<file path="config.mk">
export PLATFORM = sky130hd
export DESIGN_NAME = bless_inject_ni
export DESIGN_NICKNAME = d
export VERILOG_FILES = /design/src/rtl/bless_inject_ni.sv
export SDC_FILE = /design/constraint.sdc
export NUM_CORES = 1
export LEC_CHECK = 0
export BUFFER_PORTS_ARGS = -buffer_cell sky130_fd_sc_hd__buf_4
export CORE_MARGIN = 2
export CORE_UTILIZATION = 48
export DETAILED_ROUTE_END_ITERATION = 10
export GPL_TIMING_DRIVEN = 0
export PLACE_DENSITY = 0.77
export REMOVE_ABC_BUFFERS = 1
export SYNTH_ARGS = -nofsm -noshare
export SYNTH_HDL_FRONTEND = slang
export SYNTH_SLANG_ARGS = --single-unit
</file>
<file path="constraint.sdc">
create_clock -name clk -period 4.07 [get_ports clk]
set_input_delay 0.6105 -clock clk [delete_from_list [all_inputs] [get_ports clk]]
set_output_delay 0.6105 -clock clk [all_outputs]
set_load 0.05 [all_outputs]
</file>
<file path="src/rtl/bless_inject_ni.sv">
// Network interface for a BLESS router injection port: queues whole packets from the
// local core and slices them into self-routable flits, with a loopback path for self-destined traffic.
module bless_inject_ni #(
  parameter int CURR_X        = 0,
  parameter int CURR_Y        = 0,
  parameter int DATA_WIDTH    = 32,
  parameter int FLITS_PER_PKT = 4,
  parameter int FIFO_DEPTH    = 4
) (
  input  logic                                  clk,
  input  logic                                  rst_n,
  input  logic                                  req_valid,
  output logic                                  req_ready,
  input  logic [2:0]                            req_dst_x,
  input  logic [2:0]                            req_dst_y,
  input  logic [FLITS_PER_PKT*DATA_WIDTH-1:0]   req_data,
  input  logic                                  inj_slot_free,
  output logic                                  flit_valid,
  output logic [DATA_WIDTH+18:0]                flit_out,
  output logic                                  loop_valid,
  input  logic                                  loop_ready,
  output logic [DATA_WIDTH+18:0]                loop_flit,
  output logic [15:0]                           stall_cnt
);

  localparam int FLIT_W  = DATA_WIDTH + 19;
  localparam int PAY_W   = FLITS_PER_PKT * DATA_WIDTH;
  localparam int ENTRY_W = PAY_W + 6;
  localparam int PTR_W   = (FIFO_DEPTH > 1) ? $clog2(FIFO_DEPTH) : 1;
  localparam int CNT_W   = $clog2(FIFO_DEPTH + 1);
  localparam int SEL_W   = $clog2(FLITS_PER_PKT);

  function automatic logic [15:0] sat_inc16(input logic [15:0] v);
    return (v == 16'hFFFF) ? v : v + 16'd1;
  endfunction

  function automatic logic [PTR_W-1:0] ptr_inc(input logic [PTR_W-1:0] p);
    return (p == PTR_W'(FIFO_DEPTH - 1)) ? '0 : p + 1'b1;
  endfunction

  logic [ENTRY_W-1:0]     mem [FIFO_DEPTH];
  logic [CNT_W-1:0]       count;
  logic [PTR_W-1:0]       wr_ptr;
  logic [PTR_W-1:0]       rd_ptr;
  logic [1:0]             seq;
  logic [3:0]             pkt_id;

  logic [ENTRY_W-1:0]     head;
  logic [2:0]             head_dx;
  logic [2:0]             head_dy;
  logic [PAY_W-1:0]       head_pay;
  logic [DATA_WIDTH-1:0]  words [FLITS_PER_PKT];
  logic [DATA_WIDTH-1:0]  cur_data;
  logic                   not_empty;
  logic                   is_local;
  logic                   tail;
  logic [FLIT_W-1:0]      flit;
  logic                   xfer;
  logic                   push;
  logic                   pop;

  // Queue status comes from registered state only, so a same-cycle pop never frees a slot.
  assign req_ready = (count != CNT_W'(FIFO_DEPTH));
  assign not_empty = (count != '0);
  assign push      = req_valid && req_ready;

  assign head     = mem[rd_ptr];
  assign head_dx  = head[ENTRY_W-1 -: 3];
  assign head_dy  = head[ENTRY_W-4 -: 3];
  assign head_pay = head[PAY_W-1:0];

  always_comb begin
    for (int i = 0; i < FLITS_PER_PKT; i++) begin
      words[i] = head_pay[i*DATA_WIDTH +: DATA_WIDTH];
    end
  end

  assign cur_data = words[seq[SEL_W-1:0]];
  assign is_local = (head_dx == 3'(CURR_X)) && (head_dy == 3'(CURR_Y));
  assign tail     = (seq == 2'(FLITS_PER_PKT - 1));

  assign flit = {pkt_id, seq, tail, 3'(CURR_Y), 3'(CURR_X), head_dy, head_dx, cur_data};

  assign flit_valid = not_empty && !is_local;
  assign loop_valid = not_empty && is_local;

  // Idle outputs are forced to zero so stale queue contents never leak onto the ports.
  assign flit_out  = flit_valid ? flit : '0;
  assign loop_flit = loop_valid ? flit : '0;

  assign xfer = (flit_valid && inj_slot_free) || (loop_valid && loop_ready);
  assign pop  = xfer && tail;

  // Payload storage is not reset; validity is tracked by count alone.
  always_ff @(posedge clk) begin
    if (push) begin
      mem[wr_ptr] <= {req_dst_x, req_dst_y, req_data};
    end
  end

  always_ff @(posedge clk or negedge rst_n) begin
    if (!rst_n) begin
      count  <= '0;
      wr_ptr <= '0;
      rd_ptr <= '0;
    end else begin
      if (push) begin
        wr_ptr <= ptr_inc(wr_ptr);
      end
      if (pop) begin
        rd_ptr <= ptr_inc(rd_ptr);
      end
      case ({push, pop})
        2'b10:   count <= count + 1'b1;
        2'b01:   count <= count - 1'b1;
        default: count <= count;
      endcase
    end
  end

  always_ff @(posedge clk or negedge rst_n) begin
    if (!rst_n) begin
      seq    <= '0;
      pkt_id <= '0;
    end else if (xfer) begin
      if (tail) begin
        seq    <= '0;
        pkt_id <= pkt_id + 4'd1;
      end else begin
        seq    <= seq + 2'd1;
      end
    end
  end

  // Only network-side backpressure is counted; loopback waits are the core's own business.
  always_ff @(posedge clk or negedge rst_n) begin
    if (!rst_n) begin
      stall_cnt <= '0;
    end else if (flit_valid && !inj_slot_free) begin
      stall_cnt <= sat_inc16(stall_cnt);
    end
  end

endmodule

</file>
==> results.toml, run 1 <==
[min_path]
worst_hold_path_type = "in -> reg"

[sta]
rsz0062_at_grt = "false"
worst_hold_slack_ps = 223.2
tns_ps = 0
fmax_mhz = 257.6
min_period_ps = 3882
period_share_pct = 95.39
skew_ps = 15.44
worstMarginPinSlew_ps = 803.0
hold_violations = 0
maxSlewHeadroom_pct = 46.47
drv_slew = 0
postLayoutSetupSlackWorst_ps = 187.8
setup_viol = 0

[cts]
clock_tree.root_cell = "clkbuf_16"
cts_buffer_depth = 3
cts_tree = "done"
cts_sinks = 565
cts_buffers = 55
path_clk_slew_ps = 60
clk_latency_ps = 590
cts_max_level = 2

[yosys]
ys.flop_type = "edfxtp_1"
synth-edff-count = 536
synth.distinct_cells = 43
synth-seq-cells = 565
syn_area_um2 = 22330
syn_area_per_cell_um2 = 22.42
synthArstFlopShare_pct = 5.133
ys_seq_area_share_pct = 75.32
ys_warn_count = 0
syn_inst = 996

[global_route]
antenna_found_initial = 3
overflow = 0
grt_usage_pct = 18.84
grt_pass1_wl_um = 67170
grt_pass1_vias = 11150
grt_max_degree = 61

[drt]
wl_um = 45550
vias_per_cell = 5.597
drt-initial-drc-count = 705
routedWlPerCell_um = 23.72
via_count = 10750
route.detailed.drc = 0
dr.pass1.iters = 5
postRouteAntennaNets = 0

[finish]
stdcell_count = 1920
nNetsFinal = 1417
fill_cells = 3283
n_antenna_cell = 0
fin_util_pct = 58.23
drive_above_1_share_pct = 41.28
areaGrowthSynthToFinish_pct = 20.61

[setup_path]
crit_path_max_fanout = 39
startpoint_type = "flip-flop"
worst_setup_path_end_kind = "output port"
critical_path_class = "reg -> out"
r2r_slack_ps = 500
arrival_ps = 3270
required_ps = 3460

[placement]
io_buffers = 241
place_ws_ps = -184.0
place_congestion = 0.7675
place_hpwl_um = 25970
dp_cells = 1809

[die]
die_h_um = 219.7
start_util_pct = 48.28
die_x_um = 219.7
coreArea_um2 = 46260
rows = 79
top_level_ports = 260
die_area_um2 = 48270

[status]
outcome = "finished, final reports clean"

[run]
drv_cap = 0

[pwr]
p_leak_nw = 9.238
pwr_density_cell_nw_per_um2 = 795.1
ir_drop_uv = 766.1
placed cells by master, fill, tap and decap left out, types with 5 or more instances in the layout:
cell type | Yosys | routed
xnor2_1 | 9 | 9
clkinvlp_4 | 0 | 5
buf_4 | 21 | 244
conb_1 | 1 | 18
inv_1 | 6 | 6
clkbuf_8 | 0 | 5
nor4_1 | 5 | 5
xor2_1 | 10 | 10
dfrtp_1 | 29 | 25
nand3_1 | 11 | 11
clkbuf_1 | 23 | 6
clkinv_1 | 0 | 12
mux2_4 | 6 | 6
nor2_1 | 6 | 5
bufinv_16 | 0 | 5
clkinv_2 | 0 | 13
and2_1 | 85 | 85
edfxtp_1 | 536 | 536
and3_4 | 0 | 7
buf_16 | 0 | 13
nand2_1 | 6 | 6
clkbuf_16 | 0 | 56
nand4_1 | 5 | 5
ha_1 | 9 | 9
mux4_2 | 166 | 166
routing by layer:
layer	GRT usage (%)	part of all wire, %	vias up	routed length [um]
li1	-	-	4647	-
met4	4.362	1.7	2	763
met3	4.348	6.9	59	3157
met1	25.30	41	5685	18680
met2	31.60	50	353	22940
met5	0	0.022	-	10
final cells by class:
cell class              count  area [um2]  share of cell area, %
well taps                 607       759.5                  2.819
repair buffers            263        2300                  8.537
clock inverters            36       306.5                  1.138
flip-flops and latches    565       16830                  62.49
multi-input cells         376        5239                  19.45
clock buffers              66        1468                  5.448
inverters                   7       31.28                 0.1161
worst paths after layout:
path	from	end	depth (start not counted)
worst max-delay path	rd_ptr[0]$_DFFE_PN0P_	loop_flit[15]	6
worst min-delay path	req_data[75]	mem[2][75]$_DFFE_PP_	1
worst max register to register	rd_ptr[0]$_DFFE_PN0P_	count[2]$_DFFE_PN0P_	13
worst min register to register	pkt_id[3]$_DFFE_PN0P_	pkt_id[3]$_DFFE_PN0P_	1
max in group asynchronous	rst_n	rd_ptr[1]$_DFFE_PN0P_	2
min in group asynchronous	rst_n	stall_cnt[11]$_DFFE_PN0P_	2
where the power goes:
group	leakage [nW]	internal [mW]	total, mW	switching [mW]
combinational	3.11	3.49	8.30	4.82
sequential	5.26	7.65	8.16	0.514
clock	0.866	2.88	4.95	2.07
logic make-up after synthesis:
| family | count (synthesis) | synth area share [%] |
|---|---|---|
| other cells | 1 | 0.01679 |
| simple gates | 141 | 3.877 |
| xor+xnor | 19 | 0.7451 |
| buf+inv | 74 | 1.759 |
| compound gates | 10 | 0.3529 |
| mux | 176 | 17.34 |
| fa+ha+maj | 10 | 0.5939 |
| flops | 565 | 75.32 |
state kept, by name, indices dropped and copies added, names as in the netlist:
name and flops:
count 3, mem 536, pkt_id 4, rd_ptr 2, seq 2, stall_cnt 16, wr_ptr 2
through the flow:
stage                     instance area, um2  power, mW
after global placement                 24600      15.85
final                                  26940      21.42
after detailed placement               25030      16.52
after global routing                   26940      22.35
after CTS                              26890      21.61
after floorplan                        22030      14.15
cell usage after synthesis (6+ instances only):
library cell	instances	area (um2)
inv_1	6	22.52
dfrtp_1	29	725.7
edfxtp_1	536	16100
mux2_4	6	90.09
clkbuf_1	23	86.33
buf_2	14	70.07
xnor2_1	9	78.83
mux4_2	166	3739
nand2_1	6	22.52
xor2_1	10	87.58
buf_1	7	26.28
ha_1	9	112.6
nand3_1	11	55.05
and2_1	85	531.8
buf_4	21	157.7
and3_1	7	43.79
nor2_1	6	22.52
worst max-delay path, stage by stage (launching register included):
cell and delay [ps]:
dfrtp_4 510, buf_4 320, buf_16 320, mux4_2 580
mux4_2 530, and2_1 190, buf_4 190
repair_timing:
item,4_1_cts,5_1_grt
pin swaps,2,0
cloned,2,1
hold buffers,1,0
endpoints found under the hold margin,29,0
gates resized for setup,6,1
endpoints found under the setup margin,78,52
buffers inserted,4,1
Note: power is estimated with default switching activity, not from simulation.
==> inputs of run 2 (changes only) <==
--- a/config.mk
+++ b/config.mk
@@ -7,11 +7,12 @@
 export LEC_CHECK = 0
 export BUFFER_PORTS_ARGS = -buffer_cell sky130_fd_sc_hd__buf_4
 export CORE_MARGIN = 2
-export CORE_UTILIZATION = 48
+export CORE_UTILIZATION = 52
 export DETAILED_ROUTE_END_ITERATION = 10
 export GPL_TIMING_DRIVEN = 0
-export PLACE_DENSITY = 0.77
+export PLACE_DENSITY = 0.82
 export REMOVE_ABC_BUFFERS = 1
+export SLEW_MARGIN = 20
 export SYNTH_ARGS = -nofsm -noshare
 export SYNTH_HDL_FRONTEND = slang
 export SYNTH_SLANG_ARGS = --single-unit
==> run 2 against run 1 <==
Compared with the run above:
- critical endpoint is now flit_out[45]
- register-to-register slack improved by 60 ps
- clock skew rose by 1.4 ps
- clock power barely moved
- cell count fell by 3.2%
- highest routed layer unchanged
- non-clock buffer count rose by 10
- flip-flop and latch count did not move
- sequential power fell by 0.6%
- largest power group unchanged
- worst setup slack improved by 17 ps
==> results.toml, run 2 (synthesis results as in run 1) <==
[min_path]
hold_end = "mem[0][65]$_DFFE_PP_"
hold_start = "req_data[65]"
hold_depth = 1
worst_hold_path_type = "in -> reg"

[placement]
io_buffers = 241
place_congestion = 0.8294
place_hpwl_um = 26870

[finish]
regMostFlops = "mem"
final_cell_mix = "edfxtp_1, buf_4, mux4_2, and2_1, clkbuf_16"
areaGrowthSynthToFinish_pct = 20.87
reg_top3 = "mem x536, stall_cnt x16, pkt_id x4"
final_common_cell = "edfxtp_1"
drive_above_1_share_pct = 40.93
nNetsFinal = 1425
largest_register_ffs = 536

[sta]
min_period_ps = 3865
drv_slew = 0
setup_viol = 0
tns_ps = 0
maxSlewHeadroom_pct = 62.60
rsz0062_at_grt = "false"
hold_violations = 0
period_share_pct = 94.96
skew_ps = 16.84
worstMarginPinSlew_ps = 560.9
fmax_mhz = 258.7

[die]
rows = 75
coreArea_um2 = 42130
die_area_um2 = 44620
die_h_um = 211.2
top_level_ports = 260
die_x_um = 211.2
start_util_pct = 53.01

[drt]
via_count = 10750
wl_um = 44450
top_layer = "met5"
routed-wl-met3_um = 3001
wl_met2_um = 22370
dr.pass1.iters = 5
vias_per_cell = 5.781
drt-met1-wl_um = 18130
routedWlPerCell_um = 23.91
route.detailed.drc = 0
drt-initial-drc-count = 935
postRouteAntennaNets = 0

[setup_path]
arrival_ps = 3250
crit_chain = "buf_12, buf_16, mux4_2, nor4_4, a21o_4, inv_4, and2_1, buf_4"
crit_slowest_cell = "dfrtp_4"
crit_family = "buffers and inverters"
worst_setup_path_end_kind = "output port"
startpoint_type = "flip-flop"
r2r_slack_ps = 560
slowest_delay_ps = 430
required_ps = 3460
crit_path_max_fanout = 44
path_buf_inv = 4
timing.rr.start = "rd_ptr[1]$_DFFE_PN0P_"
critical_path_class = "reg -> out"
reg2reg_to = "count[2]$_DFFE_PN0P_"
reg2reg_depth = 13

[pwr]
p_leak_nw = 9.286
pwr_density_cell_nw_per_um2 = 797.7
power.total_mw = 21.53
ir_drop_uv = 680.3

[cts]
path_clk_slew_ps = 60
clk_latency_ps = 600
cts_tree = "done"
cts_sinks = 565
cts_max_level = 2
clock_tree.root_cell = "clkbuf_16"
cts_buffer_depth = 3
cts_buffers = 55

[global_route]
antenna_found_initial = 5
overflow = 0
grt_pass1_vias = 11320
grt_max_degree = 47
grt_pass1_wl_um = 67740
grt_usage_pct = 20.46

[status]
outcome = "finished, final reports clean"

[run]
drv_cap = 0
run 2: changes by cell type in the layout (fill, tap and decap cells not counted), sizes merged:
| cell | change |
|---|---|
| and3 | -2 |
| clkinv | -6 |
| diode | +3 |
| bufinv | +1 |
| buf | +10 |
| clkbuf | +2 |
| clkinvlp | -1 |
run 2: how the worst max path moves through the flow:
stage               cells past startpoint             to             startpoint
detailed placement                      8  loop_flit[15]  rd_ptr[1]$_DFFE_PN0P_
CTS                                     8   flit_out[45]  rd_ptr[1]$_DFFE_PN0P_
floorplan                               4   loop_flit[0]  rd_ptr[0]$_DFFE_PN0P_
global placement                        5  loop_flit[10]  rd_ptr[0]$_DFFE_PN0P_
global route                            8   flit_out[45]  rd_ptr[1]$_DFFE_PN0P_
finish                                  8   flit_out[45]  rd_ptr[1]$_DFFE_PN0P_
run 2: timing repair:
item / CTS / global route
endpoints found under the setup margin: 78 / 35
hold endpoints to repair: 29 / 0
buffers inserted: 8 / 0
gates resized for setup: 2 / 0
cloned: 0 / 1
hold buffers: 1 / 0
pin swaps: 2 / 0
run 2: cell type report:
| type | count | area, um2 |
|---|---|---|
| Sequential cell | 565 | 16840 |
| Fill cell | 2687 | 15140 |
| Multi-Input combinational cell | 374 | 5209 |
| Timing Repair Buffer | 273 | 2482 |
| Clock buffer | 68 | 1446 |
| Tap cell | 539 | 674.4 |
| Clock inverter | 30 | 310.3 |
| Inverter | 7 | 28.78 |
| Antenna cell | 3 | 7.507 |
run 2: metal layers:
metal / vias up / GRT usage [%]
met2: 393 / 33.42
met1: 5629 / 27.84
met4: 4 / 6.387
li1: 4657 / -
met5: - / 0
met3: 64 / 4.594
run 2: through the flow:
step	hold WS (ps)	cell area, um2	util (%)	cells	worst slack [ps]
after floorplan	314.9	22030	-	946	-4303
after global placement	488.9	24510	58.18	1726	-7127
after detailed placement	492.0	25100	59.56	1748	4.931
after CTS	164.5	26960	63.99	1855	67.24
after global routing	181.4	26990	64.05	1856	52.34
final	204.5	26990	64.07	1859	205.1
run 2: where the power goes:
group / switching (mW) / leakage [nW] / internal (mW) / total (mW)
logic: 4.89 / 3.18 / 3.58 / 8.47
registers: 0.456 / 5.26 / 7.65 / 8.11
clock network: 2.07 / 0.843 / 2.89 / 4.96
total: 7.41 / 9.29 / 14.1 / 21.5
